<file path="config.mk">
export PLATFORM = sky130hd
export DESIGN_NAME = pll_reset_sequencer_flat
export DESIGN_NICKNAME = d
export VERILOG_FILES = /design/src/rtl/pll_seq_pkg.sv /design/src/rtl/pll_reset_sequencer_if.sv /design/src/rtl/sync2.sv /design/src/rtl/pll_reset_sequencer.sv /design/src/flat_wrapper.sv
export SDC_FILE = /design/constraint.sdc
export NUM_CORES = 1
export LEC_CHECK = 0
export CORE_ASPECT_RATIO = 1.75
export CORE_MARGIN = 2
export CORE_UTILIZATION = 60
export DETAILED_ROUTE_END_ITERATION = 8
export PLACE_DENSITY_LB_ADDON = 0.15
export SLEW_MARGIN = 20
export SYNTH_ARGS = -nofsm -noshare
export SYNTH_HDL_FRONTEND = slang
export SYNTH_SLANG_ARGS = --single-unit
</file>
<file path="constraint.sdc">
create_clock -name clk -period 5.8 [get_ports clk]
set_clock_uncertainty 0.15 [all_clocks]
set_input_delay 1.16 -clock clk [delete_from_list [all_inputs] [get_ports clk]]
set_output_delay 1.16 -clock clk [all_outputs]
set_load 0.01 [all_outputs]
</file>
<file path="src/rtl/pll_seq_pkg.sv">
// pll_seq_pkg: shared definitions for the PLL lock supervisor / reset sequencer.
// Contents:
//   state_t         - sequencer state encoding (3 bits)
//   DEF_*           - default timing constants, in reference-clock cycles
//   cnt_width()     - width of the shared state counter for a parameter set
package pll_seq_pkg;

  typedef enum logic [2:0] {
    PLL_RST   = 3'd0,
    WAIT_LOCK = 3'd1,
    STABILIZE = 3'd2,
    HOLD      = 3'd3,
    RUN       = 3'd4
  } state_t;

  localparam int DEF_LOCK_STABLE    = 1024;
  localparam int DEF_RESET_HOLD     = 16;
  localparam int DEF_LOCK_TIMEOUT   = 120000;  // 10 ms at 12 MHz
  localparam int DEF_PLL_RST_CYCLES = 12;

  // One counter serves every state, so it must hold the largest of the limits.
  function automatic int cnt_width(input int a, input int b, input int c, input int d);
    int m;
    m = a;
    if (b > m) m = b;
    if (c > m) m = c;
    if (d > m) m = d;
    return $clog2(m + 1);
  endfunction

endpackage

</file>
<file path="src/rtl/pll_reset_sequencer_if.sv">
// pll_reset_sequencer_if: PLL-facing and status signals of the sequencer.
//   locked       - PLL LOCK (asynchronous to the reference clock)
//   clear_stats  - synchronous clear of the statistics outputs
//   pll_resetb   - PLL RESETB, low holds the PLL in reset
//   sys_reset    - active-high reset for the PLL output domain
//   ready        - high only while the sequencer is in RUN
//   lock_lost    - sticky flag, set on lock loss in RUN
//   retry_count  - saturating count of timeout re-pulses
//   loss_count   - saturating count of lock losses in RUN
// master = sequencer side, slave = consumer / environment side.
interface pll_reset_sequencer_if;
  logic       locked;
  logic       clear_stats;
  logic       pll_resetb;
  logic       sys_reset;
  logic       ready;
  logic       lock_lost;
  logic [3:0] retry_count;
  logic [7:0] loss_count;

  modport master (
    input  locked, clear_stats,
    output pll_resetb, sys_reset, ready, lock_lost, retry_count, loss_count
  );

  modport slave (
    output locked, clear_stats,
    input  pll_resetb, sys_reset, ready, lock_lost, retry_count, loss_count
  );
endinterface

</file>
<file path="src/rtl/sync2.sv">
// sync2: single-bit two-flop synchronizer with synchronous reset to 0.
//   clk   - destination clock
//   reset - synchronous, active-high; clears both stages
//   d     - asynchronous input
//   q     - synchronized output, 2 cycles of latency
module sync2 (
  input  logic clk,
  input  logic reset,
  input  logic d,
  output logic q
);
  logic meta_q, meta_d;
  logic sync_q, sync_d;

  always_comb begin
    meta_d = d;
    sync_d = meta_q;
  end

  always_ff @(posedge clk) begin
    if (reset) begin
      meta_q <= 1'b0;
      sync_q <= 1'b0;
    end else begin
      meta_q <= meta_d;
      sync_q <= sync_d;
    end
  end

  assign q = sync_q;
endmodule

</file>
<file path="src/rtl/pll_reset_sequencer.sv">
// pll_reset_sequencer: PLL lock supervisor and system reset sequencer.
// Runs on the PLL reference clock so it keeps working while the PLL is in
// reset or unlocked. Pulses RESETB, qualifies LOCK, stretches sys_reset,
// and re-pulses the PLL when lock does not arrive within LOCK_TIMEOUT.
// Ports:
//   clk   - 12 MHz reference clock (same net as PLL REFERENCECLK)
//   reset - synchronous, active-high; always restarts with a PLL pulse
//   bus   - pll_reset_sequencer_if.master (lock input, resets, status)
module pll_reset_sequencer
  import pll_seq_pkg::*;
#(
  parameter int LOCK_STABLE    = DEF_LOCK_STABLE,
  parameter int RESET_HOLD     = DEF_RESET_HOLD,
  parameter int LOCK_TIMEOUT   = DEF_LOCK_TIMEOUT,
  parameter int PLL_RST_CYCLES = DEF_PLL_RST_CYCLES
) (
  input logic                   clk,
  input logic                   reset,
  pll_reset_sequencer_if.master bus
);
  localparam int CW = cnt_width(LOCK_STABLE, RESET_HOLD, LOCK_TIMEOUT, PLL_RST_CYCLES);

  // Each limit is compared against the count before the edge that leaves the
  // state, so the state lasts exactly <limit> cycles.
  localparam logic [CW-1:0] RST_LAST     = CW'(PLL_RST_CYCLES - 1);
  localparam logic [CW-1:0] TIMEOUT_LAST = CW'(LOCK_TIMEOUT - 1);
  localparam logic [CW-1:0] STABLE_LAST  = CW'(LOCK_STABLE - 1);
  localparam logic [CW-1:0] HOLD_LAST    = CW'(RESET_HOLD - 1);

  logic          locked_s;
  state_t        state_q, state_d;
  logic [CW-1:0] cnt_q, cnt_d;
  logic          retry_inc, loss_inc;
  logic          pll_resetb_q, pll_resetb_d;
  logic          sys_reset_q, sys_reset_d;
  logic          ready_q, ready_d;
  logic          lock_lost_q, lock_lost_d;
  logic [3:0]    retry_count_q, retry_count_d;
  logic [7:0]    loss_count_q, loss_count_d;

  sync2 u_lock_sync (
    .clk   (clk),
    .reset (reset),
    .d     (bus.locked),
    .q     (locked_s)
  );

  always_comb begin
    state_d   = state_q;
    cnt_d     = cnt_q + 1'b1;
    retry_inc = 1'b0;
    loss_inc  = 1'b0;
    case (state_q)
      PLL_RST: begin
        if (cnt_q == RST_LAST) state_d = WAIT_LOCK;
      end
      WAIT_LOCK: begin
        if (locked_s) begin
          state_d = STABILIZE;
        end else if (cnt_q == TIMEOUT_LAST) begin
          state_d   = PLL_RST;
          retry_inc = 1'b1;
        end
      end
      STABILIZE: begin
        if (!locked_s) state_d = WAIT_LOCK;
        else if (cnt_q == STABLE_LAST) state_d = HOLD;
      end
      HOLD: begin
        if (!locked_s) state_d = WAIT_LOCK;
        else if (cnt_q == HOLD_LAST) state_d = RUN;
      end
      RUN: begin
        cnt_d = cnt_q;  // no limit in RUN; hold instead of free-running
        if (!locked_s) begin
          state_d  = WAIT_LOCK;
          loss_inc = 1'b1;
        end
      end
      default: state_d = PLL_RST;
    endcase
    if (state_d != state_q) cnt_d = '0;

    // Outputs are decoded from the next state so they flop in step with it.
    pll_resetb_d = (state_d != PLL_RST);
    sys_reset_d  = (state_d != RUN);
    ready_d      = (state_d == RUN);

    // Statistics: clear wins over a same-cycle increment; counters saturate.
    retry_count_d = retry_count_q;
    loss_count_d  = loss_count_q;
    lock_lost_d   = lock_lost_q;
    if (bus.clear_stats) begin
      retry_count_d = '0;
      loss_count_d  = '0;
      lock_lost_d   = 1'b0;
    end else begin
      if (retry_inc && (retry_count_q != '1)) retry_count_d = retry_count_q + 4'd1;
      if (loss_inc && (loss_count_q != '1)) loss_count_d = loss_count_q + 8'd1;
      if (loss_inc) lock_lost_d = 1'b1;
    end
  end

  always_ff @(posedge clk) begin
    if (reset) begin
      state_q       <= PLL_RST;
      cnt_q         <= '0;
      pll_resetb_q  <= 1'b0;
      sys_reset_q   <= 1'b1;
      ready_q       <= 1'b0;
      lock_lost_q   <= 1'b0;
      retry_count_q <= '0;
      loss_count_q  <= '0;
    end else begin
      state_q       <= state_d;
      cnt_q         <= cnt_d;
      pll_resetb_q  <= pll_resetb_d;
      sys_reset_q   <= sys_reset_d;
      ready_q       <= ready_d;
      lock_lost_q   <= lock_lost_d;
      retry_count_q <= retry_count_d;
      loss_count_q  <= loss_count_d;
    end
  end

  assign bus.pll_resetb  = pll_resetb_q;
  assign bus.sys_reset   = sys_reset_q;
  assign bus.ready       = ready_q;
  assign bus.lock_lost   = lock_lost_q;
  assign bus.retry_count = retry_count_q;
  assign bus.loss_count  = loss_count_q;
endmodule

</file>
<file path="src/flat_wrapper.sv">
// flat-port wrapper written by rule: the top's interface ports become plain ports
module pll_reset_sequencer_flat import pll_seq_pkg::*;
#(
  parameter int LOCK_STABLE    = DEF_LOCK_STABLE,
  parameter int RESET_HOLD     = DEF_RESET_HOLD,
  parameter int LOCK_TIMEOUT   = DEF_LOCK_TIMEOUT,
  parameter int PLL_RST_CYCLES = DEF_PLL_RST_CYCLES
)
  (clk, reset, bus_locked, bus_clear_stats, bus_pll_resetb, bus_sys_reset, bus_ready, bus_lock_lost, bus_retry_count, bus_loss_count);
  pll_reset_sequencer_if bus_i ();
  input logic clk;
  input logic reset;
  input wire logic [$bits(bus_i.locked)-1:0] bus_locked;
  input wire logic [$bits(bus_i.clear_stats)-1:0] bus_clear_stats;
  output wire logic [$bits(bus_i.pll_resetb)-1:0] bus_pll_resetb;
  output wire logic [$bits(bus_i.sys_reset)-1:0] bus_sys_reset;
  output wire logic [$bits(bus_i.ready)-1:0] bus_ready;
  output wire logic [$bits(bus_i.lock_lost)-1:0] bus_lock_lost;
  output wire logic [$bits(bus_i.retry_count)-1:0] bus_retry_count;
  output wire logic [$bits(bus_i.loss_count)-1:0] bus_loss_count;
  assign bus_i.locked = bus_locked;
  assign bus_i.clear_stats = bus_clear_stats;
  assign bus_pll_resetb = bus_i.pll_resetb;
  assign bus_sys_reset = bus_i.sys_reset;
  assign bus_ready = bus_i.ready;
  assign bus_lock_lost = bus_i.lock_lost;
  assign bus_retry_count = bus_i.retry_count;
  assign bus_loss_count = bus_i.loss_count;
  pll_reset_sequencer #(.LOCK_STABLE(LOCK_STABLE), .RESET_HOLD(RESET_HOLD), .LOCK_TIMEOUT(LOCK_TIMEOUT), .PLL_RST_CYCLES(PLL_RST_CYCLES)) u_core (.clk(clk), .reset(reset), .bus(bus_i));
endmodule
</file>
# Word level (Yosys, flattened, before mapping)

Index checks and enable logic that the tools add are counted.
W data, S select, Z words.

Add/subtract/negate cells: 3
Equal/unequal tests: 13
Multiplexer cells: 14
Reduce and logical (&&, ||, !) cells: 6

Operator list:

| kind                    | count |
|---|---|
| $eq A17 B4 Y1 const B   | 2 |
| $mux W3                 | 8 |
| $add A17 B1 Y17 const B | 1 |
| $eq A17 B10 Y1 const B  | 1 |
| $eq A17 B17 Y1 const B  | 1 |
| $pmux W3 S5             | 1 |
| $add A8 B1 Y8 const B   | 1 |
| $ne A8 B8 Y1 const B    | 1 |
| $eq A3 B2 Y1 const B    | 2 |
| $eq A3 B3 Y1 const B    | 2 |
| $mux W1                 | 5 |
| $add A4 B1 Y4 const B   | 1 |
| $ne A4 B4 Y1 const B    | 1 |
| $reduce_or A2 Y1        | 2 |
| $eq A3 B1 Y1 const B    | 1 |
| $logic_not A3 Y1        | 1 |
| $ne A3 B3 Y1            | 1 |
| $ne A3 B3 Y1 const B    | 1 |
| $reduce_bool A3 Y1      | 1 |
| $logic_and A1 B1 Y1     | 2 |

Flip-flop bits (word level): 38
Bits of input ports: 4
Output and inout bits: 16
Word-level logic and storage cells: 46

# Logic depth before layout (Yosys ltp)

Depth in word-level cells: 6
Depth in mapped cells: 9
Depth with buffers taken out: 7

# Hierarchy

A second synthesis with hierarchy kept.

Cell total of the unflattened synthesis: 208
Area, all modules: 1920.6 sq um

By module, submodules not included:

| module              | instances | cells each | area each (sq um) | sequential area each (sq um) |
|---|---|---|---|---|
| pll_reset_sequencer | 1         | 204        | 1868.0            | 720.7 |
| sync2               | 1         | 4          | 52.6              | 40.0 |

# Worst setup path after synthesis

Ideal clock, no wire load.

Path type: reg2reg
Start point: reg u_core.cnt_q[0]
End point: reg u_core.cnt_q[14]
Library setup time: 0.062 ns
Data arrival time: 2.121 ns
Required time: 5.588 ns
Slack: 3.467 ns
Cell stages (with the launch flop): 9
Path buffers: 1
Clock period less this slack: 2.333 ns
Path through: dfxtp_1 > ha_1 > nand4b_1 > and4b_1 > or3_1 > a21o_1 > a221o_1 > buf_6 > nor2_2

Cells in the longest elaborated chain, start to end: 6
Elaborated cells between the ends (all ways): 15
Classes of those cells: add/sub (1); eq/ne (5); mux (8); reduce/logical (1)

Ends and longest elaborated chain:

| item                                  | line                                                                            | text |
|---|---|---|
| from (decl)                           | pll_reset_sequencer.sv:32                                                       | `logic [CW-1:0] cnt_q, cnt_d;` |
| from (signal assigned)                | pll_reset_sequencer.sv:116                                                      | `cnt_q <= cnt_d;` |
| $eq A17 B4 Y1 (tied with other cells) | pll_reset_sequencer.sv:71                                                       | `else if (cnt_q == HOLD_LAST) state_d = RUN;` |
| $mux W3 (on tied branches)            | pll_reset_sequencer.sv:71, pll_reset_sequencer.sv:60, pll_reset_sequencer.sv:67 |  |
| $mux W3 (on tied branches)            | pll_reset_sequencer.sv:70, pll_reset_sequencer.sv:58, pll_reset_sequencer.sv:66 |  |
| $pmux W3 S5                           | pll_reset_sequencer.sv:53                                                       | `case (state_q)` |
| $ne A3 B3 Y1                          | pll_reset_sequencer.sv:82                                                       | `if (state_d != state_q) cnt_d = '0;` |
| $reduce_or A2 Y1 (no source line)     | n/a                                                                             |  |

Several ways; a longest one is shown, not always the timed one.
A chain may end at the register's enable or synchronous reset.

# Final worst setup path

Start point: in reset
End point: reg u_core.cnt_q[1]

Cells in the longest elaborated chain, start to end: 1

Ends and longest elaborated chain:

| item                              | line               | text |
|---|---|---|
| from (decl)                       | flat_wrapper.sv:12 | `input logic reset;` |
| $reduce_or A2 Y1 (no source line) | n/a                |  |

No other way between the ends.

==> results.yml <==
clock_tree:
  cts_setup_buffers: 0
  ctsResizeCount: 0
  clock_latency_ns: 0.29
  cts_max_path_buffers: 2
  cts_hold_buf: 0
  cts_made_buffers: 5
  cts_sinks: 38
  htree_levels: 2
  root_buffer: "clkbuf_8"
  cts_tree: "done"
  path_clk_slew_ns: 0.07
floorplanning:
  die_h_um: 77.8
  start_util_pct: 63.7
  dieWidth_um: 46.2
  rows: 26
  pin_count: 20
  core-area_mm2: 0.00293
  die_area_mm2: 0.00359
setup_path:
  startpoint_type: "input port"
  cp.required_ns: 5.87
  end_kind: "flip-flop"
  crit_slowest_cell: "a221o_1"
  critPathMaxFanout: 15
  path_delay_family: "compound AO/OA/AOI/OAI gates"
  critPathMaxStageDelay_ns: 0.56
  reg2reg_depth: 7
  path_depth: 4
  worst_ep_arrival_time_ns: 2.86
  crit_chain: "clkdlybuf4s50_1 -> or3_1 -> a221o_1 -> a21oi_1"
  critPathKind: "in -> reg"
  crit_buf_inv: 1
logic_synthesis:
  ys_seq_area_share_pct: 40.8
  synth_area_leaders: "dfxtp_1 41%, xor2_1 6.6%, nor2_1 4.4%"
  synthCells: 209
  dominantRegCellSynth: "dfxtp_1"
  synth_top_area_share_pct: 40.8
  synth_most_common_cell: "dfxtp_1"
  synth.avg_cell_area_um2: 8.93
  ys_seq_elements: 38
  synth_edf_count: 0
  synth.yosys.warnings: 0
  synthArstFlopShare_pct: 0
  synth_common_cells: "38 x dfxtp_1, 22 x nor2_1, 14 x nand2_1, 14 x xor2_1, 12 x nand3_1"
  yosysTopAreaCell: "dfxtp_1"
  ys_types: 45
  syn_area_mm2: 0.00187
  postSynthNetCount: 216
global_routing:
  antenna_found_initial: 0
  grt_pass1_wl_um: 6620
  grt_max_degree: 16
  track_usage_pct: 24.7
  grt_pass1_vias: 1518
  overflow: 0
timing:
  rsz0062_at_grt: "false"
  finalHoldViolCount: 0
  tightest_slew_ns: 0.687
  setup_slack_ns: 3.00
  hold_slack_ns: 0.289
  fmax_ghz: 0.358
  relSlewSlack_pct: 54.2
  min_period_ns: 2.80
  fin_setup_tns_ns: 0
  finalMaxSlewViolations: 0
  finalSetupViolCount: 0
  min_period_over_period_pct: 48.2
route:
  drtAntennaViolNets: 0
  drt-total-wl_um: 3730
  via_count: 1555
  route.detailed.drc: 0
  firstDrtPassIters: 4
  drtIter0Drc: 33
  drt-vias-per-instance: 6.07
  wl_per_cell_um: 14.6
hold_path:
  hold_path_depth: 1
  hold_path.class: "reg -> reg"
power_and_ir_drop:
  power_leakage_nw: 0.769
  finalPower_uw: 466
  power.density_mw_per_mm2: 219
  max-vdd-ir-drop_uv: 209
layout:
  final_cells: 256
  n_antenna_cell: 0
  final_util_pct: 72.7
  final_layout_size_suffix_gt1_share_pct: 11.8
  finalInstanceArea_mm2: 0.00213
  finalNetCount: 234
  syn_to_final_growth_pct: 14.2
  fill_cells: 230
place:
  io_buffer_count: 19
  hpwl_um: 2910
  dpl_worst_slack_ns: 2.70
  place.gp.congestion: 0.826
  dpl_cell_area_mm2: 0.00203
  dp.cells: 248
outcome:
  outcome: "finished, final reports clean"
run:
  drv_cap: 0
==> final timing paths <==
path | from | to | slack [ns]
hold reg to reg | u_core.u_lock_sync.meta_q | u_core.u_lock_sync.q | 0.29
hold / removal | u_core.u_lock_sync.meta_q | u_core.u_lock_sync.q | 0.29
setup reg to reg | u_core.cnt_q[0] | u_core.cnt_q[9] | 3.07
setup / recovery | reset | u_core.cnt_q[1] | 3.00
==> cell type report <==
class                           instances  area [um^2]  share of cell area (%)
Clock buffer                            6         82.6                    3.88
Clock inverter                          2         12.5                   0.588
Inverter                                6         22.5                    1.06
Multi-Input combinational cell        157         1030                    48.2
Sequential cell                        38          761                    35.7
Tap cell                               28         35.0                    1.65
Timing Repair Buffer                   19          190                    8.93
==> power breakdown <==
| group | switching, mW | internal (mW) |
|---|---|---|
| Clock | 0.0911 | 0.0954 |
| Sequential | 0.00318 | 0.263 |
| Combinational | 0.00767 | 0.00563 |
==> cell families after synthesis <==
group	count (synthesis)	share of synthesized area [%]
compound gates	19	6.91
xor+xnor	22	10.3
fa+ha+maj	4	2.55
buf+inv	14	4.23
flops	38	40.8
mux	2	1.07
simple gates	110	34.1
==> placed cells by master, fill, tap and decap left out, types with 2 or more instances in the layout <==
master | Yosys | layout
nand4_1 | 10 | 10
nor2b_1 | 4 | 4
nand3_1 | 12 | 12
ha_1 | 3 | 3
inv_1 | 5 | 5
or4_1 | 2 | 2
or2_2 | 2 | 2
nor3b_1 | 3 | 3
nor2_1 | 22 | 22
nand2_1 | 14 | 14
clkbuf_8 | 0 | 6
xnor2_1 | 8 | 8
or3_1 | 7 | 7
nor3_1 | 3 | 3
a21oi_1 | 6 | 6
clkdlybuf4s50_1 | 0 | 19
and2_1 | 4 | 4
and3_1 | 4 | 4
o21ai_0 | 4 | 4
xor2_1 | 14 | 14
nand4b_1 | 2 | 2
mux2i_1 | 2 | 2
a211oi_1 | 3 | 3
nor2_2 | 10 | 10
dfxtp_1 | 38 | 38
nor4_1 | 2 | 2
==> per-layer routing <==
layer / vias to the layer above / GRT usage (%) / part of all wire, %
li1: 769 / - / -
met1: 749 / 25.7 / 36
met2: 30 / 44.6 / 59
met3: 7 / 5.58 / 2.6
met4: 0 / 9.14 / 2.0
met5: - / 0 / 0
==> sequential cells by signal, indices dropped and copies added, names as in the netlist <==
register,cells
u_core.bus.lock_lost,1
u_core.bus.loss_count,8
u_core.bus.pll_resetb,1
u_core.bus.ready,1
u_core.bus.retry_count,4
u_core.bus.sys_reset,1
u_core.cnt_q,17
u_core.state_q,3
u_core.u_lock_sync.meta_q,1
u_core.u_lock_sync.q,1
No activity file was read; power rests on OpenSTA's default activity.
